### src/rtl/mem_pkg.sv
// Shared types and size-code helpers for the data RAM port arbiter.
package mem_pkg;

   typedef enum logic [1:0] {
      IDLE   = 2'd0,
      ACCESS = 2'd1,
      RESP   = 2'd2
   } state_t;

   localparam logic [2:0] SZ_B  = 3'b000;
   localparam logic [2:0] SZ_H  = 3'b001;
   localparam logic [2:0] SZ_W  = 3'b010;
   localparam logic [2:0] SZ_BU = 3'b100;
   localparam logic [2:0] SZ_HU = 3'b101;

   // Unsigned codes are load-only; halves need even, words need 4-byte alignment.
   function automatic logic is_legal(input logic [2:0] bytes, input logic we,
                                     input logic [1:0] a);
      logic ok;
      case (bytes)
         SZ_B:    ok = 1'b1;
         SZ_H:    ok = ~a[0];
         SZ_W:    ok = (a == 2'b00);
         SZ_BU:   ok = ~we;
         SZ_HU:   ok = ~we & ~a[0];
         default: ok = 1'b0;
      endcase
      return ok;
   endfunction

endpackage

### src/rtl/mem_port_arbiter_rr_arb2.sv
// Two-way round-robin grant; the pointer moves to the loser on every grant.
module rr_arb2 (
   input  logic       clk,
   input  logic       rst,
   input  logic [1:0] i_req,
   input  logic       i_en,
   output logic       o_vld,
   output logic       o_id
);

   logic r_ptr;

   always_comb begin
      o_vld = |i_req;
      o_id  = (i_req == 2'b11) ? r_ptr : i_req[1];
   end

   always_ff @(posedge clk) begin
      if (rst)
         r_ptr <= 1'b0;
      else if (i_en && o_vld)
         r_ptr <= ~o_id;
   end

endmodule

### src/rtl/mem_port_arbiter.sv
// Shares one data RAM port between the LSU (port 0) and loader/DMA (port 1):
// grant, one RAM access cycle, then a registered ack/err to the winner.
module mem_port_arbiter
   import mem_pkg::*;
#(
   parameter int A_WIDTH = 32,
   parameter int D_WIDTH = 32
) (
   input  logic               clk,
   input  logic               rst,
   input  logic               req0,
   input  logic [A_WIDTH-1:0] addr0,
   input  logic [2:0]         bytes0,
   input  logic               we0,
   input  logic [D_WIDTH-1:0] wd0,
   input  logic               req1,
   input  logic [A_WIDTH-1:0] addr1,
   input  logic [2:0]         bytes1,
   input  logic               we1,
   input  logic [D_WIDTH-1:0] wd1,
   output logic               ack0,
   output logic               ack1,
   output logic               err0,
   output logic               err1,
   output logic [D_WIDTH-1:0] rdata,
   output logic [A_WIDTH-1:0] ram_addr,
   output logic [2:0]         ram_bytes,
   output logic               ram_we,
   output logic [D_WIDTH-1:0] ram_wd,
   input  logic [D_WIDTH-1:0] ram_dout
);

   state_t             r_state;
   logic [A_WIDTH-1:0] r_addr;
   logic [2:0]         r_bytes;
   logic               r_we;
   logic [D_WIDTH-1:0] r_wd;
   logic               r_id;
   logic               r_err;
   logic               r_ack0, r_ack1, r_err0, r_err1;
   logic [D_WIDTH-1:0] r_rdata;
   logic               r_ram_we;

   logic               w_gnt_vld;
   logic               w_gnt_id;
   logic [A_WIDTH-1:0] w_addr;
   logic [2:0]         w_bytes;
   logic               w_we;
   logic [D_WIDTH-1:0] w_wd;
   logic               w_legal;

   rr_arb2 u_arb (
      .clk   (clk),
      .rst   (rst),
      .i_req ({req1, req0}),
      .i_en  (r_state == IDLE),
      .o_vld (w_gnt_vld),
      .o_id  (w_gnt_id)
   );

   always_comb begin
      w_addr  = w_gnt_id ? addr1  : addr0;
      w_bytes = w_gnt_id ? bytes1 : bytes0;
      w_we    = w_gnt_id ? we1    : we0;
      w_wd    = w_gnt_id ? wd1    : wd0;
      w_legal = is_legal(w_bytes, w_we, w_addr[1:0]);
   end

   always_ff @(posedge clk) begin
      if (rst) begin
         r_state  <= IDLE;
         r_addr   <= '0;
         r_bytes  <= '0;
         r_we     <= 1'b0;
         r_wd     <= '0;
         r_id     <= 1'b0;
         r_err    <= 1'b0;
         r_ack0   <= 1'b0;
         r_ack1   <= 1'b0;
         r_err0   <= 1'b0;
         r_err1   <= 1'b0;
         r_rdata  <= '0;
         r_ram_we <= 1'b0;
      end else begin
         case (r_state)
            IDLE: begin
               r_ram_we <= 1'b0;
               if (w_gnt_vld) begin
                  r_addr   <= w_addr;
                  r_bytes  <= w_bytes;
                  r_we     <= w_we;
                  r_wd     <= w_wd;
                  r_id     <= w_gnt_id;
                  r_err    <= ~w_legal;
                  // Write enable is registered so it is high for exactly the ACCESS cycle.
                  r_ram_we <= w_we & w_legal;
                  r_state  <= ACCESS;
               end
            end
            ACCESS: begin
               r_ram_we <= 1'b0;
               r_rdata  <= (r_err || r_we) ? '0 : ram_dout;
               r_ack0   <= ~r_id;
               r_ack1   <= r_id;
               r_err0   <= ~r_id & r_err;
               r_err1   <= r_id & r_err;
               r_state  <= RESP;
            end
            RESP: begin
               r_ack0  <= 1'b0;
               r_ack1  <= 1'b0;
               r_err0  <= 1'b0;
               r_err1  <= 1'b0;
               r_state <= IDLE;
            end
            default: r_state <= IDLE;
         endcase
      end
   end

   assign ack0      = r_ack0;
   assign ack1      = r_ack1;
   assign err0      = r_err0;
   assign err1      = r_err1;
   assign rdata     = r_rdata;
   assign ram_addr  = r_addr;
   assign ram_bytes = r_bytes;
   assign ram_wd    = r_wd;
   assign ram_we    = r_ram_we;

endmodule

### config.mk
export PLATFORM = sky130hd
export DESIGN_NAME = mem_port_arbiter
export DESIGN_NICKNAME = d
export VERILOG_FILES = /design/src/rtl/mem_pkg.sv /design/src/rtl/mem_port_arbiter_rr_arb2.sv /design/src/rtl/mem_port_arbiter.sv
export SDC_FILE = /design/constraint.sdc
export NUM_CORES = 1
export LEC_CHECK = 0
export BUFFER_PORTS_ARGS = -buffer_cell sky130_fd_sc_hd__clkbuf_2
export CORE_ASPECT_RATIO = 0.9
export CORE_MARGIN = 8
export CORE_UTILIZATION = 29
export CTS_CLUSTER_DIAMETER = 120
export CTS_CLUSTER_SIZE = 8
export DETAILED_ROUTE_END_ITERATION = 7
export GPL_TIMING_DRIVEN = 0
export PLACE_DENSITY_LB_ADDON = 0.1
export SYNTH_ARGS = -nofsm -noshare
export SYNTH_HDL_FRONTEND = slang
export SYNTH_SLANG_ARGS = --single-unit
### constraint.sdc
create_clock -name clk -period 1.6 [get_ports clk]
set_clock_uncertainty 0.2 [all_clocks]
set_input_delay 0.32 -clock clk [delete_from_list [all_inputs] [get_ports clk]]
set_output_delay 0.32 -clock clk [all_outputs]
set_load 0.1 [all_outputs]
* Word-level counts from Yosys, hierarchy flattened
Index checks and enable logic that the tools add are counted.
Storage, ports and cells: register bits 110, bits in latches 0, bits in writable memories 0, ROM bits 0, input bits 172, output and inout port bits 104, logic and storage cells 55, memories kept 0
Operators by class: $add $sub $neg 0, multiply operators 0, div/mod/pow operators 0, $lt $le $gt $ge 0, equality and inequality tests 8, shift operators 0, multiplexer cells 15, bitwise operators 9, reductions and logical operators 9
Operators by type and width (count):
- $mux 32 | 3
- $pmux 1 s2 | 5
- $eq 3x3->1 const B | 2
- $not 1->1 | 5
- $pmux 1 s5 | 1
- $and 1x1->1 | 4
- $eq 2x2->1 const B | 2
- $logic_not 2->1 | 2
- $pmux 2 s2 | 1
- $reduce_bool 2->1 | 2
- $eq 3x1->1 const B | 1
- $eq 3x2->1 const B | 1
- $logic_not 3->1 | 1
- $mux 1 | 3
- $mux 3 | 1
- $eq 2x1->1 const B | 1
- $mux 2 | 1
- $ne 2x2->1 const B | 1
- $reduce_and 2->1 | 1
- $reduce_or 2->1 | 1
- $logic_and 1x1->1 | 1
- $logic_or 1x1->1 | 1

* Logic depth before layout (Yosys ltp)
Gate-level depths: netlist of the first run.
depth after elaboration 9, gate-level depth with buffers 7

* By module
Synthesis of the first run repeated with hierarchy kept, for this count alone.
Second synthesis, totals: cells, all modules 498, area total of the unflattened synthesis 4984.8 um2
Modules (own cells, without submodules):
- mem_port_arbiter | times used 1, cells each 491, area each 4921.0 um2, sequential area each 2182.1 um2
- rr_arb2 | times used 1, cells each 7, area each 63.8 um2, sequential area each 20.0 um2

* Worst setup path before layout of the first run
Ideal clock, no wire load.
path kind register -> register, start register r_state[0], end register r_addr[10], in the netlist ram_addr[10], setup time 0.071 ns, arrival 1.529 ns, path slack -0.200 ns, cell stages (with the launch flop) 8, clock period less this slack 1.800 ns, cell sequence dfxtp_1 -> inv_1 -> ha_1 -> inv_1 -> a211oi_4 -> buf_6 -> a22oi_2 -> a21oi_2
On the way: word-level cells in the longest chain between the ends 2
Ends and longest elaborated chain:
- start: declaration | RTL line mem_port_arbiter.sv:33 | state_t r_state;
- start signal: assignment | RTL line mem_port_arbiter.sv:71 | r_state <= IDLE;
- start signal: assignment | RTL line mem_port_arbiter.sv:97 | r_state <= ACCESS;
- start signal: assignment | RTL line mem_port_arbiter.sv:107 | r_state <= RESP;
- $logic_not 2->1 | RTL line mem_port_arbiter.sv:85 | case (r_state)
- $reduce_and 2->1 (no source line)
- end signal: assignment | RTL line mem_port_arbiter.sv:89 | r_addr <= w_addr;
- end: declaration | RTL line mem_port_arbiter.sv:34 | logic [A_WIDTH-1:0] r_addr;
Every way passes these cells. A chain may end at the register's enable or synchronous reset.

* Worst setup path in the final report of the first run
start register r_state[0], end register r_addr[24], in the netlist ram_addr[24]
Same word-level chain as after synthesis.

==> results of run 1 <==
## routing by layer
layer / GRT usage [%] / vias up / part of all wire (%)
li1: - / 2358 / -
met1: 19.2 / 2272 / 41
met2: 29.8 / 156 / 50
met3: 5.36 / 13 / 7.1
met4: 3.83 / 0 / 1.5
met5: 0 / - / 0
## metrics by stage
step,TNS (ps),cells
floorplan,-6390,427
global placement,-36500,908
detailed placement,-38520,908
CTS,-3170,1028
global route,-11060,1034
finish,-3890,1034
## path summary, 6_finish.rpt
kind                  end        from  depth (start not counted)  slack [ps]
max          ram_addr[24]  r_state[0]                          9        -120
min          ram_addr[31]   addr0[31]                          3          20
max reg2reg  ram_addr[24]  r_state[0]                          9        -120
min reg2reg          ack1        ack1                          2         280
## cells by family after synthesis
kind of cell	count (synthesis)	synth area share [%]
AOI/OAI and AO/OA	178	37.4
DFF	110	47.0
and+or+nand+nor	85	7.47
buffers and inverters	41	5.23
muxes	10	2.13
adders and majority gates	3	0.801
## cells in the final DEF (no fill, tap or decap), types with 3 or more instances in the layout
cell type / Yosys / routed
clkbuf_2: 0 / 174
dfxtp_1: 110 / 108
dlygate4sd3_1: 0 / 89
buf_4: 2 / 63
a22oi_2: 58 / 60
a21oi_2: 58 / 60
clkbuf_4: 0 / 47
nand2_1: 63 / 46
a22o_1: 32 / 32
clkbuf_16: 0 / 16
nand2_2: 0 / 15
buf_6: 11 / 13
nor2_1: 14 / 13
clkbuf_8: 0 / 10
mux2i_1: 10 / 10
a211oi_1: 7 / 6
buf_12: 0 / 5
a21oi_1: 7 / 5
buf_8: 0 / 4
clkbuf_1: 18 / 4
inv_2: 1 / 3
## power by group through the flow
| stage | logic (mW) | registers, mW | clock network [mW] |
|---|---|---|---|
| 2_1_floorplan | 0.961 | 4.92 | 0 |
| 3_3_place_gp | 3.37 | 3.22 | 0 |
| 3_5_place_dp | 3.40 | 3.23 | 0 |
| 4_1_cts | 3.98 | 3.17 | 2.27 |
| 5_1_grt | 4.23 | 3.20 | 2.39 |
| 6_report | 4.05 | 3.17 | 2.19 |
## critical path: stages (launching register included)
cell      delay, ps
dfxtp_2         330
inv_2            70
ha_4            170
inv_6            50
a211oi_4        230
buf_6           210
buf_12          120
buf_16          110
a22oi_2          50
a21oi_2         110
## Yosys cell counts, drive strengths merged
library cell    n
a211oi          9
a21oi          65
a221o           2
a22o           32
a22oi          62
a311oi          1
buf            17
clkbuf         18
dfxtp         110
ha              3
inv             6
mux2i          10
nand2          63
nand2b          2
nand3           2
nand3b          1
nand4b          1
nor2           14
nor3b           1
nor4b           1
o21a            2
o21ai           2
o31ai           1
o41ai           2
## flip-flops by register name, indices dropped and copies added, names as in the netlist
signal / count
u_arb.r_ptr: 1
rdata: 32
ack0: 1
ram_we: 1
err0: 1
r_state: 2
ack1: 1
r_id: 1
ram_bytes: 3
err1: 1
ram_wd: 32
ram_addr: 32
r_we: 1
r_err: 1
## cell type report
type / instances / area [um2] / area share, %
flip-flops and latches: 110 / 2200 / 26.3
repair buffers: 385 / 2840 / 33.8
clock inverters: 7 / 56.3 / 0.671
multi-input cells: 276 / 2360 / 28.2
plain buffers: 34 / 420 / 5.01
clock buffers: 9 / 225 / 2.68
well taps: 207 / 259 / 3.09
inverters: 6 / 27.5 / 0.328
## what timing repair did
action                                 4_1_cts  5_1_grt
buffers inserted                            12        5
hold buffers                                89        0
endpoints found under the hold margin       89        0
setup endpoints to repair                  206      152
pin swaps                                   16        9
cloned                                       3        3
resized for setup                          192       71
==> impl_metrics.tcl, run 1 <==
set metrics [dict create \
    fillCellCount 1438 \
    p_sw_share_pct 42.5 \
    grt_pass1_vias 5144 \
    cts_sinks 110 \
    clockBufferDepth 2 \
    core_um2 16000 \
    synthToLayoutAreaGrowth_pct 79.0 \
    power_density_nw_per_um2 1120 \
    wl_um 18000 \
    ys_ff_latch 110 \
    failed_checks "negative setup slack" \
    pwr-share-comb_pct 43.0 \
    dr.pass1.iters 4 \
    slew_viol_final 0 \
    status "finished, violations left" \
    fp.dieW_um 150 \
    fin_hold_ws_ps 15.8 \
    power_mw 9.41 \
    finalNetCount 997 \
    p_clk_share_pct 23.2 \
    syn_avg_cell_area_um2 11.0 \
    finalWeightedCongestion 0.763 \
    cts_tree "yes" \
    synth_cell_types 32 \
    vias_per_cell 4.64 \
    critPathArrivalTime_ps 1800 \
    rsz0062_at_grt "yes" \
    routedWlPerCell_um 17.4 \
    antenna_found_initial 0 \
    fin_crit_sh_pct 108 \
    dieHeight_um 137 \
    htreeDepth 3 \
    drt-initial-drc-count 162 \
    rows 44 \
    hpwl_um 13400 \
    layout_setup_ws_ps -120 \
    ys_seq_area_share_pct 47.0 \
    final_area_um2 8390 \
    grt_pass1_wl_um 27100 \
    slew_headroom_pct 43.6 \
    grt.total_usage_pct 16.8 \
    insertion_delay_ps 350 \
    setup_viol 61 \
    numCtsBuffers 9 \
    start_util_pct 29.4 \
    critPathKind "reg -> reg" \
    placed_cell_area_um2 6350 \
    grt-ovfl-total 0 \
    cp_max_fo 8 \
    required_ps 1680 \
    drc_errors 0 \
    syn-num-nets 602 \
    p_leak_nw 3.63 \
    drive_gt1_share_pct 59.6 \
    hold_class "in -> reg" \
    cap_violations 0 \
    cp-start-kind "flip-flop" \
    pwr-share-seq_pct 33.7 \
    syn_inst 427 \
    crit_path_end_kind "flip-flop" \
    root_buffer "clkbuf_16" \
    hold_violations 0 \
    io_buffers 274 \
    post-place-ws_ps -554 \
    synth_largest_area_cell "dfxtp_1" \
    yosys-top-cells-area "dfxtp_1 (47%), a22oi_2 (15%), a21oi_2 (11%), a22o_1 (6.0%), nand2_1 (5.0%)" \
    ir_drop_uv 640 \
    n_antenna_cell 0 \
    p_int_mw 5.41 \
    synth.top_cell.area_share_pct 47.0 \
    worst_slew_pin_slew_ps 846 \
    max_freq_mhz 581 \
    grt_max_degree 20 \
    utilization_pct 52.6 \
    synth_area_um2 4690 \
    clkSlewWorstSetupHoldPaths_ps 70 \
    num_vias 4799 \
    ant_nets 0 \
    power.switching_mw 4.00 \
    dieArea_um2 20500 \
    yosys_warnings 0 \
    ios 276 \
    min_period_ps 1720 \
]
Power figures use the tool's default switching activity.
==> run 2: changes to the inputs <==
--- a/config.mk
+++ b/config.mk
@@ -9,6 +9,7 @@
 export CORE_ASPECT_RATIO = 0.9
 export CORE_MARGIN = 8
 export CORE_UTILIZATION = 29
+export CTS_BUF_LIST = sky130_fd_sc_hd__clkbuf_8
 export CTS_CLUSTER_DIAMETER = 120
 export CTS_CLUSTER_SIZE = 8
 export DETAILED_ROUTE_END_ITERATION = 7
==> constraint.sdc (replaced) <==
create_clock -name clk -period 1.6 [get_ports clk]
set_clock_uncertainty 0.2 [all_clocks]
set_input_delay 0.08 -clock clk [delete_from_list [all_inputs] [get_ports clk]]
set_output_delay 0.08 -clock clk [all_outputs]
set_load 0.1 [all_outputs]
==> impl_metrics.tcl, run 2 (same netlist as run 1, synthesis figures left out) <==
set metrics [dict create \
    core_um2 16000 \
    worst_r2r_path_depth 7 \
    status "finished, violations left" \
    num_vias 5148 \
    layout_setup_ws_ps -35.7 \
    dr.pass1.iters 4 \
    fin_cells 1108 \
    min_period_ps 1640 \
    layout_common_cells "clkbuf_2 (274), dlygate4sd3_1 (170), dfxtp_1 (108), nand2_1 (63), a21oi_2 (59)" \
    crit_path_end_kind "flip-flop" \
    numCtsBuffers 9 \
    insertion_delay_ps 380 \
    grt_pass1_vias 5610 \
    grt_max_degree 20 \
    met3_length_um 1330 \
    hold_class "in -> reg" \
    ant_nets 0 \
    clockBufferDepth 2 \
    dieArea_um2 20500 \
    slew_headroom_pct 47.7 \
    dr_wl_met2_um 9640 \
    vias_per_cell 4.65 \
    final_common_cell "clkbuf_2" \
    hold_violations 0 \
    grt_pass1_wl_um 28900 \
    m1WireLength_um 7620 \
    ios 276 \
    fillCellCount 1418 \
    htreeDepth 3 \
    cp_max_fo 10 \
    r2r_start "r_state[0]" \
    finalWeightedCongestion 0.763 \
    antenna_found_initial 1 \
    crit_path_start "r_state[0]" \
    rsz0062_at_grt "yes" \
    drive_gt1_share_pct 51.1 \
    failed_checks "negative setup slack" \
    root_buffer "clkbuf_8" \
    routedWlPerCell_um 17.1 \
    drc_errors 0 \
    dieHeight_um 137 \
    drt-initial-drc-count 211 \
    grt-ovfl-total 0 \
    required_ps 1650 \
    place_inst 908 \
    io_buffers 274 \
    critPathKind "reg -> reg" \
    rows 44 \
    finalNetCount 1070 \
    hpwl_um 13400 \
    synthToLayoutAreaGrowth_pct 82.6 \
    slew_viol_final 0 \
    crit_path_end "ram_addr[11]" \
    cts_sinks 110 \
    setup_viol 53 \
    cp-start-kind "flip-flop" \
    worst_slew_pin_slew_ps 785 \
    r2r_setup_slack_ps -40 \
    fin_crit_sh_pct 102 \
    power_density_nw_per_um2 1020 \
    ir_drop_uv 486 \
    critPathArrivalTime_ps 1680 \
    start_util_pct 29.4 \
    clkSlewWorstSetupHoldPaths_ps 110 \
    grt.total_usage_pct 17.7 \
    top_layer_used "met4" \
    power_mw 8.72 \
    fp.dieW_um 150 \
    max_freq_mhz 611 \
    cap_violations 0 \
    p_leak_nw 3.75 \
    wl_um 18900 \
    r2r-end "ram_addr[11]" \
    cts_tree "yes" \
]
-- run 2: cell count changes in the layout (fill, tap and decap cells not counted), moves of 3 or more --
cell,previous run,this run
clkbuf_2,174,274
clkbuf_16,16,5
clkbuf_4,47,1
nand2_1,46,63
clkbuf_1,4,7
nand2_2,15,0
buf_4,63,11
dlygate4sd3_1,89,170
-- run 2: worst min path at each step --
stage	start	end	slack, ps	depth (start not counted)
3_5_place_dp	ram_dout[23]	rdata[23]	90	2
4_1_cts	req0	r_state[1]	30	5
2_1_floorplan	ram_dout[22]	rdata[22]	6	1
5_1_grt	req0	ram_addr[0]	90	4
6_report	req0	r_state[1]	70	5
3_3_place_gp	ram_dout[27]	rdata[27]	90	2
-- run 2: worst max-delay path, cell delays in order, from the launching register on --
cell     delay, ps
dfxtp_2        340
inv_2           70
ha_4           160
o21ai_1        110
buf_6          180
buf_6          160
a22oi_2        210
a21oi_2         70
-- run 2: cell type report --
cell class | count | area, um2 | area share, %
inverters | 6 | 25.0 | 0.292
diodes | 1 | 2.50 | 0.0292
multi-input cells | 276 | 2280 | 26.7
flip-flops and latches | 110 | 2200 | 25.7
plain buffers | 35 | 425 | 4.97
well taps | 207 | 259 | 3.02
clock inverters | 7 | 56.3 | 0.658
repair buffers | 457 | 3180 | 37.2
clock buffers | 9 | 124 | 1.45
-- run 2: metrics by stage --
step / util [%] / TNS, ps / hold slack [ps] / worst slack [ps] / area [um2]
6_report: 53.6 / -760 / 68.5 / -35.7 / 8560
4_1_cts: 53.2 / -2770 / 29.6 / -63.6 / 8500
3_5_place_dp: 39.7 / -35620 / 94.8 / -509 / 6350
3_3_place_gp: 39.7 / -32220 / 91.8 / -467 / 6350
2_1_floorplan: - / -6390 / 5.54 / -115 / 4720
5_1_grt: 53.6 / -8810 / 93.1 / -134 / 8560
-- run 2: timing repair --
action,CTS,global route
setup endpoints to repair,102,103
hold buffers,170,0
setup buffers,11,2
gates resized for setup,46,13
hold endpoints to repair,102,0
pin swaps,3,2
-- run 2: power by group --
group	internal (mW)	switching [mW]	total, mW
Clock	0.590	1.04	1.63
Sequential	3.00	0.173	3.17
Combinational	1.21	2.71	3.92
Total	4.79	3.93	8.72
-- run 2: metal layers --
layer / vias up / GRT usage, %
li1: 2508 / -
met1: 2431 / 19.4
met2: 184 / 32.1
met3: 25 / 5.82
met4: 0 / 5.16
met5: - / 0
==> run 3: changes to the inputs <==
--- a/config.mk
+++ b/config.mk
@@ -7,7 +7,6 @@
 export LEC_CHECK = 0
 export BUFFER_PORTS_ARGS = -buffer_cell sky130_fd_sc_hd__clkbuf_2
 export CORE_ASPECT_RATIO = 0.9
-export CORE_MARGIN = 8
 export CORE_UTILIZATION = 29
 export CTS_BUF_LIST = sky130_fd_sc_hd__clkbuf_8
 export CTS_CLUSTER_DIAMETER = 120
==> constraint.sdc (replaced) <==
create_clock -name clk -period 1.62 [get_ports clk]
set_clock_uncertainty 0.2 [all_clocks]
set_input_delay 0.324 -clock clk [delete_from_list [all_inputs] [get_ports clk]]
set_output_delay 0.324 -clock clk [all_outputs]
set_load 0.1 [all_outputs]
==> impl_metrics.tcl, run 3 (same netlist as run 1, synthesis figures left out) <==
set metrics [dict create \
    status "finished, violations left" \
    failed_checks "negative setup slack" \
    min_period_ps 1700 \
    power_density_nw_per_um2 1010 \
    cp-start-kind "flip-flop" \
    final_area_um2 9270 \
    grt_pass1_vias 5400 \
    cap_violations 0 \
    grt-ovfl-total 0 \
    io_buffers 274 \
    slew_viol_final 0 \
    r2r-end "ram_wd[12]" \
    root_buffer "clkbuf_8" \
    dieArea_um2 16700 \
    fp.dieW_um 136 \
    dieHeight_um 123 \
    post-place-ws_ps -614 \
    clockBufferDepth 2 \
    worstHoldStart "addr1[31]" \
    layout_setup_ws_ps -75.9 \
    clkSlewWorstSetupHoldPaths_ps 110 \
    critPathArrivalTime_ps 1810 \
    required_ps 1730 \
    hold_class "in -> reg" \
    core_um2 15600 \
    max_freq_mhz 590 \
    layout_common_cells "clkbuf_2 (174), dlygate4sd3_1 (144), dfxtp_1 (107), clkbuf_8 (100), a21oi_2 (60)" \
    antenna_found_initial 0 \
    grt.total_usage_pct 21.2 \
    p_leak_nw 3.96 \
    grt_max_degree 19 \
    ios 276 \
    n_antenna_cell 0 \
    wl_um 18300 \
    drc_errors 0 \
    rsz0062_at_grt "yes" \
    r2r_start "r_state[1]" \
    power_mw 9.40 \
    placed_cell_area_um2 6330 \
    final_common_cell "clkbuf_2" \
    slew_headroom_pct 49.3 \
    worst_slew_pin_slew_ps 760 \
    htreeDepth 3 \
    crit_path_start "r_state[1]" \
    critPathKind "reg -> reg" \
    cts_sinks 110 \
    rows 43 \
    num_vias 5102 \
    start_util_pct 30.1 \
    synthToLayoutAreaGrowth_pct 97.6 \
    hpwl_um 11600 \
    drt-initial-drc-count 163 \
    worst_r2r_path_depth 8 \
    finalNetCount 1048 \
    grt_pass1_wl_um 27200 \
    finalWeightedCongestion 0.820 \
    dr.pass1.iters 4 \
    insertion_delay_ps 390 \
    cp_max_fo 10 \
    ant_nets 0 \
    routedWlPerCell_um 17.0 \
    hold_violations 0 \
    ir_drop_uv 477 \
    vias_per_cell 4.72 \
    numCtsBuffers 9 \
    crit_path_end_kind "flip-flop" \
    drive_gt1_share_pct 54.8 \
    r2r_setup_slack_ps -80 \
    crit_path_end "ram_wd[12]" \
    setup_viol 61 \
    cts_tree "yes" \
    fin_crit_sh_pct 105 \
]
run 3: metrics by stage:
stage               instances  TNS [ps]  utilization, %  hold slack [ps]
CTS                      1076     -4530            58.6            0.302
global route             1080     -7440            59.4             1.95
global placement          903    -37800            40.6              257
detailed placement        903    -41100            40.6              266
floorplan                 427     -5150               -              250
finish                   1080     -2080            59.4             22.5
run 3: metal layers:
metal | up-vias | share of wire, % | track usage [%]
met5 | - | 0 | 0
met1 | 2426 | 40 | 24.0
met4 | 0 | 1.9 | 7.78
li1 | 2458 | - | -
met3 | 28 | 6.3 | 5.49
met2 | 190 | 51 | 38.3
run 3: worst min path at each step:
stage,end,cells past startpoint
final,ram_addr[31],3
after global routing,ram_wd[0],3
after CTS,ram_wd[13],3
after detailed placement,rdata[5],1
after global placement,err1,2
after floorplan,rdata[22],1
run 3: report_power, final:
| part | switching (mW) | total [mW] | internal, mW |
|---|---|---|---|
| sequential | 0.204 | 3.17 | 2.96 |
| clock | 0.994 | 2.03 | 1.03 |
| combinational | 2.70 | 4.21 | 1.50 |
run 3: area by class of cell:
| cell class | instances | area (um2) |
|---|---|---|
| inverters | 6 | 27.5 |
| clock buffers | 9 | 124 |
| repair buffers | 435 | 3810 |
| plain buffers | 35 | 364 |
| clock inverters | 7 | 118 |
| fillers | 1294 | 6330 |
| flip-flops and latches | 110 | 2210 |
| multi-input cells | 276 | 2360 |
| well taps | 202 | 253 |
run 3: worst max-delay path: stages, from the launching register on:
cell and delay [ps]:
dfxtp_2 340, inv_2 80, ha_4 190, inv_6 50, a211oi_4 180, buf_4 190, buf_6 170, a22oi_2 70
a21oi_2 140
run 3: what timing repair did:
| action | in CTS | in global routing |
|---|---|---|
| hold buffers | 144 | 0 |
| setup endpoints to repair | 206 | 112 |
| endpoints found under the hold margin | 94 | 0 |
| resized for setup | 259 | 40 |
| pin swaps | 18 | 2 |
| gates cloned | 3 | 1 |
| setup buffers | 10 | 3 |
